File: config.mk
export PLATFORM = sky130hd
export DESIGN_NAME = alk_carry_seq_flat
export DESIGN_NICKNAME = d
export VERILOG_FILES = /design/src/rtl/alk_pkg.sv /design/src/rtl/alk_carry_seq_if.sv /design/src/rtl/alk_step_ctr.sv /design/src/rtl/alk_carry_seq.sv /design/src/flat_wrapper.sv
export SDC_FILE = /design/constraint.sdc
export NUM_CORES = 1
export LEC_CHECK = 0
export CORE_UTILIZATION = 50
export DETAILED_ROUTE_END_ITERATION = 8
export HOLD_SLACK_MARGIN = 0.08
export PLACE_DENSITY = 0.85
export SLEW_MARGIN = 20
export SYNTH_ARGS = -nofsm -noshare
export SYNTH_HDL_FRONTEND = slang
export SYNTH_HIERARCHICAL = 1
export SYNTH_SLANG_ARGS = --single-unit
File: constraint.sdc
create_clock -name clk_h -period 3 [get_ports clk_h]
set_input_delay 0.9 -clock clk_h [delete_from_list [all_inputs] [get_ports clk_h]]
set_output_delay 0.9 -clock clk_h [all_outputs]
set_load 0.005 [all_outputs]
File: src/rtl/alk_pkg.sv
// Shared types and defaults for the ALK carry sequencer.
package alk_pkg;

  typedef enum logic [1:0] {
    ALKSEQ_IDLE    = 2'd0,
    ALKSEQ_DIVSTEP = 2'd1,
    ALKSEQ_DIVFIX  = 2'd2,
    ALKSEQ_DONE    = 2'd3
  } alkseq_state_e;

  localparam int unsigned ALK_STEP_COUNT = 32;
  localparam int unsigned ALK_CNT_W      = 6;

endpackage

File: src/rtl/alk_carry_seq_if.sv
// Microcycle control / status bundle between the ALK decoders and the carry sequencer.
interface alk_carry_seq_if
  import alk_pkg::*;
#(
  parameter int unsigned CNT_W = ALK_CNT_W
);
  logic             ucyc_en_h;
  logic             alkc_load_h;
  logic             alkc_clr_h;
  logic             div_start_h;
  logic             abort_h;
  logic             alu_cout_h;
  logic             alu_sign_h;
  logic             alkc_flag_h;
  logic             carry_invert_h;
  logic             busy_h;
  logic             done_h;
  logic [CNT_W-1:0] step_cnt_h;

  modport master (
    output ucyc_en_h, alkc_load_h, alkc_clr_h, div_start_h, abort_h, alu_cout_h, alu_sign_h,
    input  alkc_flag_h, carry_invert_h, busy_h, done_h, step_cnt_h
  );

  modport slave (
    input  ucyc_en_h, alkc_load_h, alkc_clr_h, div_start_h, abort_h, alu_cout_h, alu_sign_h,
    output alkc_flag_h, carry_invert_h, busy_h, done_h, step_cnt_h
  );
endinterface

File: src/rtl/alk_step_ctr.sv
// Loadable divide-step down-counter; saturates at zero and never wraps.
module alk_step_ctr #(
  parameter int unsigned CNT_W = 6
) (
  input  logic             clk_h,
  input  logic             reset_h,
  input  logic             i_en,
  input  logic             i_clr,
  input  logic             i_load,
  input  logic             i_dec,
  input  logic [CNT_W-1:0] i_load_val,
  output logic [CNT_W-1:0] o_cnt,
  output logic             o_zero
);
  logic [CNT_W-1:0] r_cnt;

  // NOTE: sequential state uses non-blocking assignments so every register samples pre-edge values.
  always_ff @(posedge clk_h) begin
    if (reset_h) begin
      r_cnt <= '0;
    end else if (i_en) begin
      if (i_clr)                    r_cnt <= '0;
      else if (i_load)              r_cnt <= i_load_val;
      else if (i_dec && !o_zero)    r_cnt <= r_cnt - 1'b1;
    end
  end

  assign o_cnt  = r_cnt;
  assign o_zero = (r_cnt == '0);
endmodule

File: src/rtl/alk_carry_seq.sv
// ALK carry sequencer: ALKC flag ownership plus the non-restoring divide-step sequence.
module alk_carry_seq
  import alk_pkg::*;
#(
  parameter int unsigned STEP_COUNT = ALK_STEP_COUNT,
  parameter int unsigned CNT_W      = ALK_CNT_W
) (
  input  logic          clk_h,
  input  logic          reset_h,
  alk_carry_seq_if.slave bus
);
  localparam logic [CNT_W-1:0] LAST_IDX = CNT_W'(STEP_COUNT - 1);

  alkseq_state_e    r_state, w_state_nxt;
  logic             r_alkc, r_inv, r_busy, r_done;
  logic             w_alkc_nxt, w_inv_nxt, w_busy_nxt, w_done_nxt;
  logic             w_cnt_clr, w_cnt_load, w_cnt_dec, w_cnt_zero;
  logic [CNT_W-1:0] w_cnt;

  alk_step_ctr #(.CNT_W(CNT_W)) u_step_ctr (
    .clk_h      (clk_h),
    .reset_h    (reset_h),
    .i_en       (bus.ucyc_en_h),
    .i_clr      (w_cnt_clr),
    .i_load     (w_cnt_load),
    .i_dec      (w_cnt_dec),
    .i_load_val (LAST_IDX),
    .o_cnt      (w_cnt),
    .o_zero     (w_cnt_zero)
  );

  // State and all registered outputs; a stalled microcycle freezes everything.
  always_ff @(posedge clk_h) begin
    if (reset_h) begin
      r_state <= ALKSEQ_IDLE;
      r_alkc  <= 1'b0;
      r_inv   <= 1'b0;
      r_busy  <= 1'b0;
      r_done  <= 1'b0;
    end else if (bus.ucyc_en_h) begin
      r_state <= w_state_nxt;
      r_alkc  <= w_alkc_nxt;
      r_inv   <= w_inv_nxt;
      r_busy  <= w_busy_nxt;
      r_done  <= w_done_nxt;
    end
  end

  // NOTE: every always_comb output gets a default first so no path can infer a latch.
  always_comb begin
    w_state_nxt = r_state;
    if (bus.abort_h) begin
      w_state_nxt = ALKSEQ_IDLE;
    end else begin
      case (r_state)
        ALKSEQ_IDLE:    if (bus.div_start_h) w_state_nxt = ALKSEQ_DIVSTEP;
        ALKSEQ_DIVSTEP: if (w_cnt_zero)
                          w_state_nxt = bus.alu_sign_h ? ALKSEQ_DIVFIX : ALKSEQ_DONE;
        ALKSEQ_DIVFIX:  w_state_nxt = ALKSEQ_DONE;
        default:        w_state_nxt = ALKSEQ_IDLE;
      endcase
    end
  end

  // Quotient bit q = ~sign: non-negative remainder means subtract on the next step.
  always_comb begin
    w_alkc_nxt = r_alkc;
    w_inv_nxt  = 1'b0;
    w_done_nxt = 1'b0;
    w_busy_nxt = (w_state_nxt == ALKSEQ_DIVSTEP) || (w_state_nxt == ALKSEQ_DIVFIX);
    w_cnt_clr  = 1'b0;
    w_cnt_load = 1'b0;
    w_cnt_dec  = 1'b0;
    if (bus.abort_h) begin
      w_cnt_clr = 1'b1;
    end else begin
      case (r_state)
        ALKSEQ_IDLE: begin
          if (bus.alkc_clr_h)       w_alkc_nxt = 1'b0;
          else if (bus.alkc_load_h) w_alkc_nxt = bus.alu_cout_h;
          if (bus.div_start_h) begin
            w_inv_nxt  = 1'b1;
            w_cnt_load = 1'b1;
          end
        end
        ALKSEQ_DIVSTEP: begin
          w_alkc_nxt = ~bus.alu_sign_h;
          w_inv_nxt  = ~bus.alu_sign_h;
          w_cnt_dec  = 1'b1;
        end
        ALKSEQ_DONE:    w_done_nxt = 1'b1;
        default:        ;
      endcase
    end
  end

  assign bus.alkc_flag_h    = r_alkc;
  assign bus.carry_invert_h = r_inv;
  assign bus.busy_h         = r_busy;
  assign bus.done_h         = r_done;
  assign bus.step_cnt_h     = w_cnt;
endmodule

File: src/flat_wrapper.sv
// flat-port wrapper written by rule: the top's interface ports become plain ports
module alk_carry_seq_flat import alk_pkg::*;
#(
  parameter int unsigned STEP_COUNT = ALK_STEP_COUNT,
  parameter int unsigned CNT_W      = ALK_CNT_W
)
  (clk_h, reset_h, bus_ucyc_en_h, bus_alkc_load_h, bus_alkc_clr_h, bus_div_start_h, bus_abort_h, bus_alu_cout_h, bus_alu_sign_h, bus_alkc_flag_h, bus_carry_invert_h, bus_busy_h, bus_done_h, bus_step_cnt_h);
  alk_carry_seq_if #(.CNT_W(CNT_W)) bus_i ();
  input  logic clk_h;
  input  logic reset_h;
  input wire logic [$bits(bus_i.ucyc_en_h)-1:0] bus_ucyc_en_h;
  input wire logic [$bits(bus_i.alkc_load_h)-1:0] bus_alkc_load_h;
  input wire logic [$bits(bus_i.alkc_clr_h)-1:0] bus_alkc_clr_h;
  input wire logic [$bits(bus_i.div_start_h)-1:0] bus_div_start_h;
  input wire logic [$bits(bus_i.abort_h)-1:0] bus_abort_h;
  input wire logic [$bits(bus_i.alu_cout_h)-1:0] bus_alu_cout_h;
  input wire logic [$bits(bus_i.alu_sign_h)-1:0] bus_alu_sign_h;
  output wire logic [$bits(bus_i.alkc_flag_h)-1:0] bus_alkc_flag_h;
  output wire logic [$bits(bus_i.carry_invert_h)-1:0] bus_carry_invert_h;
  output wire logic [$bits(bus_i.busy_h)-1:0] bus_busy_h;
  output wire logic [$bits(bus_i.done_h)-1:0] bus_done_h;
  output wire logic [$bits(bus_i.step_cnt_h)-1:0] bus_step_cnt_h;
  assign bus_i.ucyc_en_h = bus_ucyc_en_h;
  assign bus_i.alkc_load_h = bus_alkc_load_h;
  assign bus_i.alkc_clr_h = bus_alkc_clr_h;
  assign bus_i.div_start_h = bus_div_start_h;
  assign bus_i.abort_h = bus_abort_h;
  assign bus_i.alu_cout_h = bus_alu_cout_h;
  assign bus_i.alu_sign_h = bus_alu_sign_h;
  assign bus_alkc_flag_h = bus_i.alkc_flag_h;
  assign bus_carry_invert_h = bus_i.carry_invert_h;
  assign bus_busy_h = bus_i.busy_h;
  assign bus_done_h = bus_i.done_h;
  assign bus_step_cnt_h = bus_i.step_cnt_h;
  alk_carry_seq #(.STEP_COUNT(STEP_COUNT), .CNT_W(CNT_W)) u_core (.clk_h(clk_h), .reset_h(reset_h), .bus(bus_i));
endmodule
# After elaboration in Yosys (flattened, before gate mapping)
# Cells that the tools add are included.
dict set report totals {
  in_bits 9
  elab_cells 45
  out_inout_bits 10
  register_bits 12
}
dict set report classes {
  n_reduce_logical 9
  add_sub_neg 1
  muxes 21
  eq_ne 6
  bitwise_logic 2
}
# operator count
set op_table {}
lappend op_table {{$mux 6} 3}
lappend op_table {{$mux 1} 12}
lappend op_table {{$eq 2x2->1 const B} 3}
lappend op_table {{$logic_not 6->1} 1}
lappend op_table {{$mux 2} 3}
lappend op_table {{$pmux 2 s3} 1}
lappend op_table {{$sub 6x1->6 const B} 1}
lappend op_table {{$eq 2x1->1 const B} 2}
lappend op_table {{$pmux 1 s2} 2}
lappend op_table {{$reduce_and 4->1} 1}
lappend op_table {{$ne 3x3->1 const B} 1}
lappend op_table {{$reduce_bool 3->1} 1}
lappend op_table {{$logic_not 2->1} 1}
lappend op_table {{$not 1->1} 2}
lappend op_table {{$reduce_and 2->1} 1}
lappend op_table {{$reduce_bool 2->1} 1}
lappend op_table {{$logic_and 1x1->1} 1}
lappend op_table {{$logic_not 1->1} 1}
lappend op_table {{$logic_or 1x1->1} 1}

# Longest topological paths before layout
dict set report logic_depth {
  word_depth 7
  mapped_depth 8
  ltp_nobuf 7
}

# Cells and area by module
# The synthesis kept the hierarchy.
# module seq_area_each_um2 area_each_um2 cells_per_inst n_inst
set modules_own_cells {}
lappend modules_own_cells {alk_step_ctr 120.1 439.2 52 1}
lappend modules_own_cells {alk_carry_seq 120.1 351.6 43 1}

# Worst setup path after synthesis
# No wires, ideal clock.
dict set report synth_timing {
  path_kind {input-to-reg}
  start {in bus_div_start_h}
  end {reg u_core.u_step_ctr.r_cnt[0], in the netlist u_core/u_step_ctr/o_cnt[0]}
  t_arrival_ps 2111
  slack_ps 769
  setup_ps 120
  cell_stages 6
  cell_sequence {nor2b_1 > and2_1 > clkbuf_1 > o41a_4 > mux2i_1 > a21oi_1}
}
dict set report synth_between {
  elab_chain_len 5
  word_cells_on_any_way 7
  cone_classes {mux: 5; reduce/logical: 2}
}
# item line
set synth_lines {}
lappend synth_lines {{from (decl)} flat_wrapper.sv:14} ;# input wire logic [$bits(bus_i.div_start_h)-1:0] bus_div_start_h;
lappend synth_lines {{$mux 1 (*)} alk_carry_seq.sv:81} ;# if (bus.div_start_h) begin
lappend synth_lines {{$mux 1 (*)} alk_carry_seq.sv:77} ;# case (r_state)
lappend synth_lines {{$mux 1 (*)} alk_carry_seq.sv:74} ;# if (bus.abort_h) begin
lappend synth_lines {{named net u_core.w_cnt_load} alk_carry_seq.sv:17} ;# logic w_cnt_clr, w_cnt_load, w_cnt_dec, w_cnt_zero;
lappend synth_lines {{$reduce_bool 3->1 (no line) or $mux 6 (tied branches)} n/a}
lappend synth_lines {{$reduce_and 2->1 (no line) or $mux 6 (tied branches)} n/a}
lappend synth_lines {{to (signal assigned)} alk_step_ctr.sv:23} ;# else if (i_load) r_cnt <= i_load_val;
lappend synth_lines {{to (signal assigned)} alk_step_ctr.sv:24} ;# else if (i_dec && !o_zero) r_cnt <= r_cnt - 1'b1;
lappend synth_lines {{to (decl)} alk_step_ctr.sv:15} ;# logic [CNT_W-1:0] r_cnt;
# Mark *: on every way through the listed nets, which the timed path passes. The rest lies on a longest branch.
# A chain may end at the register's enable or synchronous reset.

# Worst setup path in the final report
# Ends and elaborated chain as after synthesis.

==> qor.txt <==
Outcome: completed
Clk slew on worst S/H paths: 0.07 ns
Initial Util: 57.2%
Routing usage on met2: 37.8%
Initial antenna violation count: 0
Hold_buf cts: 0
Final Critical Period: 2.46 ns
Post-synth cell types: 38
Layout cell share with drive strength beyond 1: 8.33%
GRT met1 Usage: 31.3%
Setup Skew: 0.00268 ns
Vias per cell: 5.79
Die area: 1740 um2
CTS tree: done
Maximum clock frequency: 406 MHz
Post-Place Worst Slack: 0.274 ns
Core Box Area: 1380 um2
Yosys top cell by area: dfxtp_1
#FFs+latches synth: 12
Max Transition Viols Final: 0
Ys Warns: 6
ANT cells: 0
GP Congestion: 0.860
CTS H-tree depth: 1
Final TNS setup: 0 ns
CP cell instances: clkdlybuf4s50_1 -> nor2b_1 -> and2_1 -> o31a_1 -> o41a_4 -> mux2i_1 -> a21oi_1
Row cnt: 13
Arrival @ worst endpoint: 2.63 ns
Clk root buf: clkbuf_4
Crit-path max cell delay: 0.49 ns
VDD IR-drop max: 0.000240 V
Top-level I/O count: 19
Post-layout util: 74.8%
Finished Cell Area: 1030 um2
Crit path max-delay cell type: clkdlybuf4s50_1
Netlist Area Pre-Place: 791 um2
Cts bufs inserted: 3
Critical Path RT: 3.17 ns
Final wirelength: 1.90 mm
Crit share post-route: 82.1%
Ys async rst share: 0%
Post-route ant nets: 0
Area grow syn2layout: 30.7%
PwrDens: 358 nW/um2
Setup WS post-layout: 0.537 ns
Chip width: 41.8 um
Synthesized instance count: 95
Average size of a mapped cell: 8.32 um2
DRT iter0 DRCs: 17
Vias in the first global route: 716
Die Ht: 41.8 um
Yosys top cell area share: 30.4%
Min-Delay Path Class: flip-flop to flip-flop
CP max FO: 11
Total power: 0.000370 W
Largest net degree at the start of global routing: 14
Worst-Skew Late Latency: 0.28 ns
Global routing's busiest layer: met2
Most frequent cells in the layout: clkdlybuf4s50_1, dfxtp_1, a21oi_1, nand2b_1, conb_1
Primary FF master, synth: dfxtp_1
CTS Buffer Depth: 2
Crit path kind: primary input to flip-flop
Final setup fails: 0
Final hold vios: 0
Per-cell routed wire length: 14.1 um
# port buffers: 18
Postcts setup bufs: 0
Final net count: 133
Vias: 782
DRT Pass-1 Iters: 4
Leak: 0.389 nW
Largest cells by area after synthesis: dfxtp_1, nand2b_1, a21oi_1, o2111ai_1, nor3b_1
Global route overflow: 0
Part of the Yosys area used for sequential elements: 30.4%
HPWL after detailed placement: 1.43 mm
CTS resizes: 0
Commonest non-fill, non-tap cell in the layout: clkdlybuf4s50_1
DP Area: 1010 um2
Startpoint types: primary input
Number of synthesized flops with an enable pin: 0
GR Layer Usage met3: 7.83%
DR DRC count: 0
First-pass GRT wire length: 3.22 mm
Tot GR Track Use: 24.4%
Max cap viols: 0
Worst setup EP type: flip-flop
RSZ-0062 raised after global routing: no
Clock Sinks: 12
## cell type report
type / count / area, um2
clock buffers: 3 / 22.5
fillers: 105 / 349
inverters: 5 / 18.8
multi-input cells: 79 / 531
flip-flops and latches: 12 / 240
well taps: 15 / 18.8
repair buffers: 21 / 203
## worst paths after layout
path | from | endpoint | slack [ns] | depth (start not counted)
min | u_core/bus.carry_invert_h$_SDFFE_PP0P_ | u_core/bus.carry_invert_h$_SDFFE_PP0P_ | 0.47 | 2
max | bus_div_start_h | u_core/u_step_ctr/o_cnt[0]$_SDFFE_PP0P_ | 0.54 | 7
min reg2reg | u_core/bus.carry_invert_h$_SDFFE_PP0P_ | u_core/bus.carry_invert_h$_SDFFE_PP0P_ | 0.47 | 2
max reg2reg | u_core/r_state[0]$_SDFFE_PP0P_ | u_core/u_step_ctr/o_cnt[0]$_SDFFE_PP0P_ | 1.10 | 5
## kinds of logic after synthesis
family | synth area share, %
DFF | 30.4
xor gates and xnor gates | 2.22
and+or+nand+nor | 30.5
adders and majority gates | 3.16
muxes | 3.16
buffers and inverters | 4.43
AOI/OAI and AO/OA | 25.2
other | 0.950
## critical path: cells and delay by family
kind                   cells  cell delay [ns]
and+or+nand+nor            2             0.52
muxes                      1             0.19
buffers and inverters      1             0.49
AOI/OAI and AO/OA          3             0.53
## where the power goes
| group | total, W | switching (W) | internal, W |
|---|---|---|---|
| Sequential | 0.000175 | 0.00000894 | 0.000166 |
| Clock | 0.000100 | 0.0000535 | 0.0000467 |
| Combinational | 0.0000954 | 0.0000450 | 0.0000504 |
## flip-flops by register name (all words and copies together) (netlist names)
name / count
u_core/r_state: 2
u_core/u_step_ctr/o_cnt: 6
u_core/bus.done_h: 1
u_core/bus.alkc_flag_h: 1
u_core/bus.busy_h: 1
u_core/bus.carry_invert_h: 1
## stage by stage
stage	std cells	hold slack, ns
after floorplan	99	0.455
after global placement	132	0.453
after detailed placement	132	0.464
after CTS	135	0.476
after global routing	135	0.521
final	135	0.472
## synth_stat cells, types with 2 or more instances
library cell and n:
a21o_1 2, a21oi_1 9, conb_1 2, dfxtp_1 12, ha_1 2, inv_1 5, nand2_1 4, nand2b_1 8
nand3_1 2, nor2_1 4, nor2b_1 2, nor3_1 4, nor3b_1 4, o2111ai_1 5, o21ai_0 5, or3_1 2
or4_1 2
## routing by layer
metal | wire (um) | share of wire [%]
met2 | 873 | 46
met3 | 119 | 6.3
met4 | 13 | 0.68
met1 | 897 | 47
met5 | 0 | 0
Note: power is estimated with default switching activity, not from simulation.
==> variant, RTL diff (same settings) <==
The 4 states of `alkseq_state_e` get a one-hot encoding in 4 bits.
--- a/src/rtl/alk_pkg.sv
+++ b/src/rtl/alk_pkg.sv
@@ -2,9 +2,9 @@
 package alk_pkg;
 
-  typedef enum logic [1:0] {
-    ALKSEQ_IDLE    = 2'd0,
-    ALKSEQ_DIVSTEP = 2'd1,
-    ALKSEQ_DIVFIX  = 2'd2,
-    ALKSEQ_DONE    = 2'd3
+  typedef enum logic [3:0] {
+    ALKSEQ_IDLE    = 4'b0001,
+    ALKSEQ_DIVSTEP = 4'b0010,
+    ALKSEQ_DIVFIX  = 4'b0100,
+    ALKSEQ_DONE    = 4'b1000
   } alkseq_state_e;
 
Check against the original RTL: same outputs for any inputs over 10 cycles, from zero or initial values and one cycle with reset_h high; not proved beyond that.
==> variant against the unedited design <==
Setup slack got worse by 0.052 ns; critical path depth increased by 1; clock skew increased by 0.0021 ns; cell area increased by 16%; register-to-register slack got worse by 0.05 ns; synthesized area increased by 15%; routed wire length increased by 17%; sequential cell count increased by 2; total power increased by 18%; global-route usage decreased by 0.65 points; core utilization decreased by 4.7 points.
==> variant: results <==
export IMPL_dpl_cell_count=161
export IMPL_grt_pass1_vias=840
export IMPL_arrival_ns=2.69
export IMPL_holdCritPathClass="flip-flop to flip-flop"
export IMPL_vdd_ir_drop_max_uv=251
export IMPL_skew_ns=0.00478
export IMPL_yosysSeqAreaShare_pct=30.8
export IMPL_power_leakage_nw=0.463
export IMPL_cts_clk_slew_worst_paths_ns=0.09
export IMPL_grt_usage_pct=23.7
export IMPL_cts_root_buf="clkbuf_4"
export IMPL_synthArstFlopShare_pct=0
export IMPL_synth_warnings=6
export IMPL_insertion_delay_ns=0.28
export IMPL_portBuffers=18
export IMPL_grt_max_degree=16
export IMPL_cts_max_path_buffers=2
export IMPL_ff2ff_path_depth=6
export IMPL_status="complete, no violations"
export IMPL_syn_mean_instance_area_um2=8.13
export IMPL_grt_pass1_wl_mm=3.35
export IMPL_drtPass1Iterations=4
export IMPL_cts_resized=0
export IMPL_post_dp_cell_area_um2=1160
export IMPL_post_cts_repair_setup_buffers=0
export IMPL_largest_register_ffs=6
export IMPL_endpoint="u_core/u_step_ctr/o_cnt[0]$_SDFFE_PP0P_"
export IMPL_cp_startpoint="bus_abort_h"
export IMPL_p_switching_uw=118
export IMPL_synth_flop_cell="dfxtp_1"
export IMPL_place_hpwl_mm=1.57
export IMPL_rrSetupSlack_ns=1.05
export IMPL_routabilityCongestion=0.900
export IMPL_synth_top_area_share_pct=30.8
export IMPL_critPathMaxFanout=12
export IMPL_dr_total_vias=911
export IMPL_yosysUniqueCellTypes=44
export IMPL_via_per_inst=5.52
export IMPL_numCtsBuffers=3
export IMPL_grt_overflow=0
export IMPL_antenna_cells=0
export IMPL_r2r_end="u_core/bus.busy_h$_SDFFE_PP0P_"
export IMPL_synth_area_top_cells="dfxtp_1 (31%), a21oi_1 (4.9%), nand2b_1 (4.8%)"
export IMPL_drtIter0Drc=26
export IMPL_fill_cells=148
export IMPL_htreeDepth=1
export IMPL_synth_commonest_cells="dfxtp_1 (14), nor2_1 (11), a21oi_1 (9)"
export IMPL_drive_above_1_share_pct=10.7
export IMPL_wl_per_cell_um=13.5
export IMPL_rr_startpoint="u_core/u_step_ctr/o_cnt[2]$_SDFFE_PP0P_"
export IMPL_nNetsFinal=152
export IMPL_antenna_found_initial=0
## variant: stage by stage
step	worst slack (ns)	utilization, %	hold WS, ns
global route	0.379	70.0	0.516
finish	0.486	70.0	0.492
CTS	0.503	70.0	0.496
detailed placement	0.233	67.9	0.483
floorplan	0.592	-	0.462
global placement	0.306	67.9	0.459
## variant: cell families after synthesis
| family | synth area share, % |
|---|---|
| compound gates | 25.7 |
| fa+ha+maj | 2.75 |
| buf+inv | 4.53 |
| xor+xnor | 1.92 |
| simple gates | 32.4 |
| other cells | 0.824 |
| mux | 1.10 |
| flops | 30.8 |
## variant: cell type report
class	count	area [um2]	share of cell area (%)
Tap cell	25	31.3	2.62
Inverter	5	18.8	1.57
Sequential cell	14	280	23.4
Multi-Input combinational cell	93	604	50.5
Timing Repair Buffer	24	225	18.8
Clock buffer	4	36.3	3.03
## variant: how the worst min path moves through the flow
| stage | to | cells after the start | from | slack [ns] |
|---|---|---|---|---|
| 2_1_floorplan | u_core/bus.carry_invert_h$_SDFFE_PP0P_ | 2 | u_core/bus.carry_invert_h$_SDFFE_PP0P_ | 0.46 |
| 3_3_place_gp | u_core/bus.carry_invert_h$_SDFFE_PP0P_ | 2 | u_core/bus.carry_invert_h$_SDFFE_PP0P_ | 0.46 |
| 3_5_place_dp | u_core/bus.carry_invert_h$_SDFFE_PP0P_ | 2 | u_core/bus.carry_invert_h$_SDFFE_PP0P_ | 0.48 |
| 4_1_cts | u_core/bus.carry_invert_h$_SDFFE_PP0P_ | 2 | u_core/bus.carry_invert_h$_SDFFE_PP0P_ | 0.50 |
| 5_1_grt | u_core/bus.carry_invert_h$_SDFFE_PP0P_ | 2 | u_core/bus.carry_invert_h$_SDFFE_PP0P_ | 0.52 |
| 6_report | u_core/bus.carry_invert_h$_SDFFE_PP0P_ | 2 | u_core/bus.carry_invert_h$_SDFFE_PP0P_ | 0.49 |
## variant: layer usage
layer / vias to the layer above / GRT usage (%) / routed length [um]
li1: 462 / - / -
met1: 410 / 25.2 / 1010
met2: 31 / 41.8 / 1040
met3: 8 / 3.67 / 107
met4: 0 / 17.6 / 60
met5: - / 0 / 0
## variant: power groups by stage
stage	registers, mW	logic (mW)	clock network [mW]
floorplan	0.204	0.0561	0
global placement	0.205	0.0931	0
detailed placement	0.206	0.0950	0
CTS	0.201	0.0960	0.142
global route	0.203	0.107	0.153
finish	0.201	0.0975	0.136
## variant: worst max-delay path: stages
cell and delay (ns):
clkdlybuf4s50_1 0.43, or2_1 0.27, nor3_1 0.19, buf_4 0.21, o31a_1 0.21, o41a_4 0.21
mux2i_1 0.19, a21oi_1 0.07
